**src/rtl/tof_pkg.sv**
```systemverilog
// Shared constants and state types for the ToF frame buffer.
// ZONES zones per frame (power of two), DIST_W-bit distance samples in mm,
// CNT_W-bit frame/overrun counters.
package tof_pkg;

    localparam int ZONES  = 64;
    localparam int DIST_W = 16;
    localparam int IDX_W  = $clog2(ZONES);
    localparam int CNT_W  = 8;

    typedef enum logic [1:0] {
        WR_IDLE   = 2'd0,
        WR_FILL   = 2'd1,
        WR_COMMIT = 2'd2
    } wr_state_t;

    typedef enum logic {
        RD_EMPTY = 1'b0,
        RD_HELD  = 1'b1
    } rd_state_t;

endpackage

```
**src/rtl/tof_frame_dpram.sv**
```systemverilog
// Simple dual-port RAM holding both frame banks, 2*ZONES x DIST_W.
// Address is {bank, zone index}. One write port, one registered read port.
// Ports:
//   clk, reset        clock, synchronous active-high reset (read register only)
//   we_i/waddr_i/wdata_i  write port
//   re_i/raddr_i      read strobe and address
//   rdata_o           read data, valid the cycle after re_i
module tof_frame_dpram
    import tof_pkg::*;
(
    input  logic              clk,
    input  logic              reset,
    input  logic              we_i,
    input  logic [IDX_W:0]    waddr_i,
    input  logic [DIST_W-1:0] wdata_i,
    input  logic              re_i,
    input  logic [IDX_W:0]    raddr_i,
    output logic [DIST_W-1:0] rdata_o
);

    logic [DIST_W-1:0] mem_q [2*ZONES];
    logic [DIST_W-1:0] rdata_q;

    always_ff @(posedge clk) begin
        if (we_i) begin
            mem_q[waddr_i] <= wdata_i;
        end
    end

    always_ff @(posedge clk) begin
        if (reset) begin
            rdata_q <= '0;
        end else if (re_i) begin
            rdata_q <= mem_q[raddr_i];
        end
    end

    assign rdata_o = rdata_q;

endmodule

```
**src/rtl/tof_frame_buffer.sv**
```systemverilog
// Assembles per-zone ToF distance samples into complete frames in a
// ping-pong buffer and presents the latest complete frame to a reader.
// Optional feature macro: TOF_MIN_TRACK_EN adds min_dist/min_index, the
// nearest non-zero target of the frame held for the reader.
// Ports:
//   clk, reset                 clock, synchronous active-high reset
//   in_ready_lvl               sample strobe level; only its rising edge counts
//   in_index, in_data          zone index and distance for that edge
//   rd_req, rd_index           read strobe and zone from the held frame
//   rd_data, rd_valid          read result, one cycle after rd_req
//   frame_ready                a complete frame is held for the reader
//   frame_ack                  reader releases the held frame
//   frame_err                  held frame had missing zones
//   frame_count                committed frames (wraps)
//   overrun_count              frames dropped while held (saturates)
//   min_dist, min_index        (TOF_MIN_TRACK_EN only) minimum of held frame
module tof_frame_buffer
    import tof_pkg::*;
(
    input  logic              clk,
    input  logic              reset,
    input  logic              in_ready_lvl,
    input  logic [IDX_W-1:0]  in_index,
    input  logic [DIST_W-1:0] in_data,
    input  logic              rd_req,
    input  logic [IDX_W-1:0]  rd_index,
    output logic [DIST_W-1:0] rd_data,
    output logic              rd_valid,
    output logic              frame_ready,
    input  logic              frame_ack,
    output logic              frame_err,
    output logic [CNT_W-1:0]  frame_count,
    output logic [CNT_W-1:0]  overrun_count
`ifdef TOF_MIN_TRACK_EN
    ,
    output logic [DIST_W-1:0] min_dist,
    output logic [IDX_W-1:0]  min_index
`endif
);

    wr_state_t          wr_state_q, wr_state_d;
    rd_state_t          rd_state_q, rd_state_d;
    logic               rdy_d_q;
    logic               wr_bank_q, wr_bank_d;
    logic [ZONES-1:0]   mask_q, mask_d;
    logic               frame_err_q, frame_err_d;
    logic [CNT_W-1:0]   frame_count_q, frame_count_d;
    logic [CNT_W-1:0]   overrun_q, overrun_d;
    logic               rd_valid_q;

    logic               cap, start, we, commit, swap, drop;

    always_comb begin
        cap        = in_ready_lvl & ~rdy_d_q;
        start      = cap && (in_index == '0);
        wr_state_d = wr_state_q;
        mask_d     = mask_q;
        we         = 1'b0;
        commit     = 1'b0;
        case (wr_state_q)
            // A frame only ever begins at zone 0; COMMIT also accepts it so
            // back-to-back frames lose no sample.
            WR_IDLE, WR_COMMIT: begin
                commit     = (wr_state_q == WR_COMMIT);
                wr_state_d = WR_IDLE;
                if (start) begin
                    we         = 1'b1;
                    mask_d     = ZONES'(1);
                    wr_state_d = WR_FILL;
                end
            end
            WR_FILL: begin
                if (cap) begin
                    we     = 1'b1;
                    mask_d = start ? ZONES'(1) : (mask_q | (ZONES'(1) << in_index));
                    if (in_index == IDX_W'(ZONES - 1)) begin
                        wr_state_d = WR_COMMIT;
                    end
                end
            end
            default: wr_state_d = WR_IDLE;
        endcase
    end

    always_comb begin
        swap          = commit & ((rd_state_q == RD_EMPTY) | frame_ack);
        drop          = commit & ~swap;
        wr_bank_d     = wr_bank_q ^ swap;
        rd_state_d    = rd_state_q;
        frame_err_d   = frame_err_q;
        frame_count_d = frame_count_q + CNT_W'(commit);
        overrun_d     = (drop && !(&overrun_q)) ? overrun_q + CNT_W'(1) : overrun_q;
        if (swap) begin
            rd_state_d  = RD_HELD;
            frame_err_d = ~&mask_q;
        end else if ((rd_state_q == RD_HELD) && frame_ack) begin
            rd_state_d  = RD_EMPTY;
            frame_err_d = 1'b0;
        end
    end

    always_ff @(posedge clk) begin
        if (reset) begin
            wr_state_q    <= WR_IDLE;
            rd_state_q    <= RD_EMPTY;
            rdy_d_q       <= 1'b0;
            wr_bank_q     <= 1'b0;
            mask_q        <= '0;
            frame_err_q   <= 1'b0;
            frame_count_q <= '0;
            overrun_q     <= '0;
            rd_valid_q    <= 1'b0;
        end else begin
            wr_state_q    <= wr_state_d;
            rd_state_q    <= rd_state_d;
            rdy_d_q       <= in_ready_lvl;
            wr_bank_q     <= wr_bank_d;
            mask_q        <= mask_d;
            frame_err_q   <= frame_err_d;
            frame_count_q <= frame_count_d;
            overrun_q     <= overrun_d;
            rd_valid_q    <= rd_req;
        end
    end

    // Both ports use the post-swap bank: a zone-0 write in the commit cycle
    // lands in the fresh bank, and a read in the swap cycle sees the new frame.
    tof_frame_dpram u_ram (
        .clk     (clk),
        .reset   (reset),
        .we_i    (we),
        .waddr_i ({wr_bank_d, in_index}),
        .wdata_i (in_data),
        .re_i    (rd_req),
        .raddr_i ({~wr_bank_d, rd_index}),
        .rdata_o (rd_data)
    );

    assign rd_valid      = rd_valid_q;
    assign frame_ready   = (rd_state_q == RD_HELD);
    assign frame_err     = frame_err_q;
    assign frame_count   = frame_count_q;
    assign overrun_count = overrun_q;

`ifdef TOF_MIN_TRACK_EN
    logic [DIST_W-1:0] run_min_q, run_min_d, min_dist_q;
    logic [IDX_W-1:0]  run_idx_q, run_idx_d, min_index_q;
    logic              hit;

    // Zero means no target and never becomes the minimum.
    always_comb begin
        hit       = (in_data != '0);
        run_min_d = run_min_q;
        run_idx_d = run_idx_q;
        if (we) begin
            if (start) begin
                run_min_d = hit ? in_data : '1;
                run_idx_d = '0;
            end else if (hit && (in_data < run_min_q)) begin
                run_min_d = in_data;
                run_idx_d = in_index;
            end
        end
    end

    always_ff @(posedge clk) begin
        if (reset) begin
            run_min_q   <= '1;
            run_idx_q   <= '0;
            min_dist_q  <= '1;
            min_index_q <= '0;
        end else begin
            run_min_q <= run_min_d;
            run_idx_q <= run_idx_d;
            if (swap) begin
                min_dist_q  <= run_min_q;
                min_index_q <= run_idx_q;
            end
        end
    end

    assign min_dist  = min_dist_q;
    assign min_index = min_index_q;
`endif

endmodule

```
**config.mk**
```make
export PLATFORM = sky130hd
export DESIGN_NAME = tof_frame_buffer
export DESIGN_NICKNAME = d
export VERILOG_FILES = /design/src/rtl/tof_pkg.sv /design/src/rtl/tof_frame_dpram.sv /design/src/rtl/tof_frame_buffer.sv
export SDC_FILE = /design/constraint.sdc
export NUM_CORES = 2
export LEC_CHECK = 0
export CORE_MARGIN = 3
export CORE_UTILIZATION = 60
export CTS_CLUSTER_DIAMETER = 100
export DETAILED_ROUTE_END_ITERATION = 16
export HOLD_SLACK_MARGIN = 0.02
export PLACE_DENSITY = 0.76
export SETUP_SLACK_MARGIN = 0.5
export SYNTH_ARGS = -nofsm -noshare
export SYNTH_HDL_FRONTEND = slang
export SYNTH_SLANG_ARGS = --single-unit
```
**constraint.sdc**
```tcl
create_clock -name clk -period 4.73 [get_ports clk]
set_input_delay 1.1825 -clock clk [delete_from_list [all_inputs] [get_ports clk]]
set_output_delay 1.1825 -clock clk [all_outputs]
set_load 0.02 [all_outputs]
```
* Word level (Yosys, flattened, before mapping)
Memory sizes are Yosys's and may differ from the RTL's. A register that Yosys moved wholly into a read port is not among the register bits.
Cells that the tools add are included.
** Operators by class
- Add/subtract/negate cells :: 2
- Multipliers :: 0
- Divide/modulo/power cells :: 0
- Magnitude comparators :: 0
- Equality and inequality tests :: 6
- Shifts and indexed selects :: 1
- Muxes and demuxes :: 17
- Bitwise gates (word level) :: 10
- Reductions and logical operators :: 14
** Operator list (number)
- $mux 64 :: 3
- $pmux 64 s2 :: 1
- $or 64x64->64 :: 1
- $reduce_and 64->1 :: 1
- $shl 1x6->64 const A :: 1
- $mux 1 :: 9
- $add 8x1->8 :: 1
- $add 8x1->8 const B :: 1
- $reduce_and 8->1 :: 1
- $eq 6x6->1 const B :: 1
- $logic_not 6->1 :: 1
- $ne 2x2->1 const B :: 3
- $mux 2 :: 2
- $not 1->1 :: 4
- $pmux 2 s2 :: 1
- $reduce_bool 2->1 :: 2
- $and 1x1->1 :: 3
- $logic_and 1x1->1 :: 3
- $reduce_and 3->1 :: 1
- $eq 2x1->1 const B :: 1
- $eq 2x2->1 const B :: 1
- $logic_not 1->1 :: 2
- $logic_not 2->1 :: 1
- $pmux 1 s2 :: 1
- 4 further kinds :: 4
** Word-level totals
- Bits in registers :: 87
- Latch bits :: 0
- RAM bits :: 2048
- ROM bits :: 0
- Input port bits :: 33
- Output and inout port bits :: 35
- Word-level logic and storage cells :: 60
- Memories kept :: 1
** Memories
- u_ram.mem_q :: words 128, width 16, read ports 1, clocked after Yosys merged registers in 1, write ports 1, line tof_frame_dpram.sv:21 : logic [DIST_W-1:0] mem_q [2*ZONES];

* Logic depth before layout (Yosys ltp)
- Depth in word-level cells :: 7
- Depth in mapped cells :: 11
- Mapped depth without buffers :: 8

* Hierarchy
From an unflattened synthesis, not the netlist that was laid out.
** Unflattened totals
- Cell total of the unflattened synthesis :: 3939
- Area, all modules :: 82899.5 sq um
** Modules (own cells, without submodules)
- tof_frame_dpram :: times used 1, cells an instance 3575, area an instance 79578.8 sq um, sequential area each 61819.3 sq um
- tof_frame_buffer :: times used 1, cells an instance 364, area an instance 3320.7 sq um, sequential area each 1741.7 sq um

* Least setup slack after synthesis
OpenSTA, ideal clock, no wires.
- Kind :: input to register
- Start point :: input frame_ack
- End point :: memory u_ram.mem_q[52][0], enable pin
- Library setup time :: 0.388 ns
- Arrival time :: 3.258 ns
- Path slack :: 1.083 ns
- Cell stages on the path :: 8
- Buffers on the path :: 3
- Path through :: nand2b_1 > nand3_1 > nor2b_1 > buf_4 > clkbuf_1 > clkbuf_1 > nand2_1 > nor2_1
** Between the ends
- Cells in the longest elaborated chain, start to end :: 3
** RTL lines
- start: declaration :: line tof_frame_buffer.sv:30 : input logic frame_ack,
- $or 1x1->1 :: line tof_frame_buffer.sv:86 : swap = commit & ((rd_state_q == RD_EMPTY) | frame_ack);
- $and 1x1->1 :: line tof_frame_buffer.sv:86
- $xor 1x1->1 :: line tof_frame_buffer.sv:88 : wr_bank_d = wr_bank_q ^ swap;
- end: declaration :: line tof_frame_dpram.sv:21
Every way passes these cells.

==> impl_metrics.tcl <==
set metrics [dict create \
    status "finished clean" \
    hold_slack_ns 0.4553 \
    ios 68 \
    crit_type "in2reg" \
    p_seq_frac 0.538 \
    synthTopCellsByArea "edfxtp_1 (74%), mux4_2 (11%), mux2i_1 (2.7%), dfxtp_1 (2.5%), nor2_1 (1.2%)" \
    rsz0062_at_grt "false" \
    worst_pin_slew_ns 1.283 \
    dr.pass1.iters 6 \
    crit_required_ns 5.47 \
    cts_tree "yes" \
    fin_crit_sh 0.8505 \
    placedCellCount 5950 \
    drive_above_1_share 0.2318 \
    gp_congestion 1.002 \
    fin_skew_ns 0.02895 \
    start_util 0.6087 \
    drv_slew 0 \
    slew_headroom 0.1450 \
    async_flop_share 0 \
    die_y_um 378.1 \
    ys_ff_latch 2151 \
    htreeDepth 4 \
    grt_pass1_vias 42840 \
    synth_cells 4031 \
    clk_latency_ns 0.85 \
    synth_top_area_share 0.7402 \
    arrival_ns 4.77 \
    synth.avg_cell_area_um2 20.61 \
    ys_seq_area_frac 0.7650 \
    ant_nets 0 \
    hold_path_startpoint "mask_q[0]" \
    instances_no_fill 6330 \
    wl_mm 214.1 \
    cts_resized 0 \
    layout_common_cells "edfxtp_1 (2048), mux4_2 (402), buf_4 (288)" \
    ys_types 75 \
    port_buffers 67 \
    leakage_nw 30.09 \
    antenna_found_initial 7 \
    post_cts.repair.setup_buffers 0 \
    drc 0 \
    dieWidth_um 378.1 \
    fmax_ghz 0.2486 \
    clock_sinks 2151 \
    power.share.clock 0.411 \
    rows 135 \
    clk_pin_slew_ns 0.06 \
    internal-power_mw 30.50 \
    core_area_mm2 0.1365 \
    final_common_cell "edfxtp_1" \
    hold_buffers 0 \
    clock-root-buffer "clkbuf_16" \
    rr_startpoint "wr_state_q[0]" \
    nets 4409 \
    clock_path_buffers 3 \
    netlist.top_cell.by_area "edfxtp_1" \
    viasPerCell 6.938 \
    synthFlopType "edfxtp_1" \
    vias 43918 \
    regArea_mm2 0.06356 \
    start_kind "primary input" \
    p_sw_frac 0.2137 \
    grt_start_max_net_pins 129 \
    cts_buffers 202 \
    areaGrowthSynthToFinish_pct 12.51 \
    synth_nets 4067 \
    syn_area_mm2 0.08308 \
    drt_iter0_markers 7487 \
    setup_violations 0 \
    grt_pass1_wl_mm 308.3 \
    hp-class "reg2reg" \
    period_needed_ns 4.023 \
    p_switching_mw 8.290 \
    finalHoldViolCount 0 \
    die_area_mm2 0.1430 \
    grtUsageTotal 0.3046 \
    synth_edf_count 2048 \
    multiInputGateArea_mm2 0.01777 \
    worst-path-max-fanout 16 \
    end_kind "flip-flop" \
    startpoint "rd_index[5]" \
    yosys_warnings 0 \
    wire_per_inst_um 33.82 \
    power_frac_comb 0.050 \
    p_per_area_mw_per_mm2 415.0 \
    maxCapViolations 0 \
    hpwl_mm 128.9 \
    power_mw 38.79 \
    overflow 0 \
    vdd_drop_max_mv 0.3670 \
    fillers 8154 \
]
==> cells by family (layout without fill, tap and decap cells) <==
logic type,Yosys count,count (layout),synth area share
muxes,663,663,0.1466
and+or+nand+nor,523,523,0.02836
buffers and inverters,244,760,0.02146
adders and majority gates,3,3,0.0004518
AOI/OAI and AO/OA,435,435,0.03681
DFF,2151,2151,0.7650
other,0,2,0
xor gates and xnor gates,12,12,0.001265
==> metrics by stage <==
step | setup TNS, ns | util | setup WS (ns) | cell area (µm²)
after floorplan | 0 | - | 1.083 | 83080
after detailed placement | -0.3374 | 0.6369 | -0.1365 | 86920
final | 0 | 0.6849 | 0.7072 | 93470
after global placement | -0.3224 | 0.6369 | -0.1628 | 86920
after CTS | 0 | 0.6848 | 0.7594 | 93460
after global routing | 0 | 0.6849 | 0.7518 | 93470
==> synth_stat cells, drive strengths merged, types with 10 or more instances <==
library cell and number:
edfxtp 2048, mux4 433, nor2 258, mux2i 222
buf 149, a21oi 107, dfxtp 103, nand2 88
clkbuf 83, o22ai 78, o221ai 76, nor3 53
a211oi 38, o21ai 22, nand4 20, nor2b 20
nand3 18, a22o 15, nor4 15, and2 14
a22oi 13, a311oi 12, a221o 11, a31oi 10
inv 10, nand2b 10
==> power groups by stage <==
stage	clock network, mW	logic [mW]	registers [mW]
2_1_floorplan	0	1.00	21.3
3_3_place_gp	0	1.86	21.3
3_5_place_dp	0	1.89	21.3
4_1_cts	16.1	1.91	20.9
5_1_grt	16.8	2.01	20.9
6_report	16.0	1.94	20.9
==> worst max-delay path, cell delays in order <==
cell and delay (ns):
clkdlybuf4s50_1 0.78, and2b_2 0.49, nand2_2 0.40, o22ai_1 0.25, a211oi_1 0.66, o221ai_1 0.57, a311oi_1 0.40
==> sequential cells by signal, indices dropped and copies added (netlist names), 2 cells and up <==
register	cells
frame_count	8
mask_q	64
overrun_count	8
u_ram.mem_q	2048
u_ram.rdata_o	16
wr_state_q	2
==> path summary, 6_finish.rpt <==
| check | end | slack (ns) | cells after the start |
|---|---|---|---|
| max | u_ram.rdata_o[8] | 0.71 | 7 |
| min | mask_q[0] | 0.46 | 2 |
| max reg2reg | u_ram.rdata_o[8] | 1.30 | 8 |
| min reg2reg | mask_q[0] | 0.46 | 2 |
==> layer usage <==
| layer | GRT usage | vias up | share of wire |
|---|---|---|---|
| li1 | - | 17488 | - |
| met1 | 0.4416 | 22525 | 0.37 |
| met2 | 0.4408 | 3395 | 0.45 |
| met3 | 0.1010 | 504 | 0.14 |
| met4 | 0.1071 | 6 | 0.040 |
| met5 | 0 | - | 0.00029 |
==> cell type report <==
class                           instances  share of cell area
Antenna cell                            2          0.00005354
Tap cell                             1781             0.02384
Multi-Input combinational cell       1636              0.1901
Clock buffer                          258             0.05843
Sequential cell                      2151              0.6800
Inverter                               10           0.0004016
Timing Repair Buffer                  372             0.03562
Clock inverter                        120             0.01155
(Power assumes the default switching activity.)
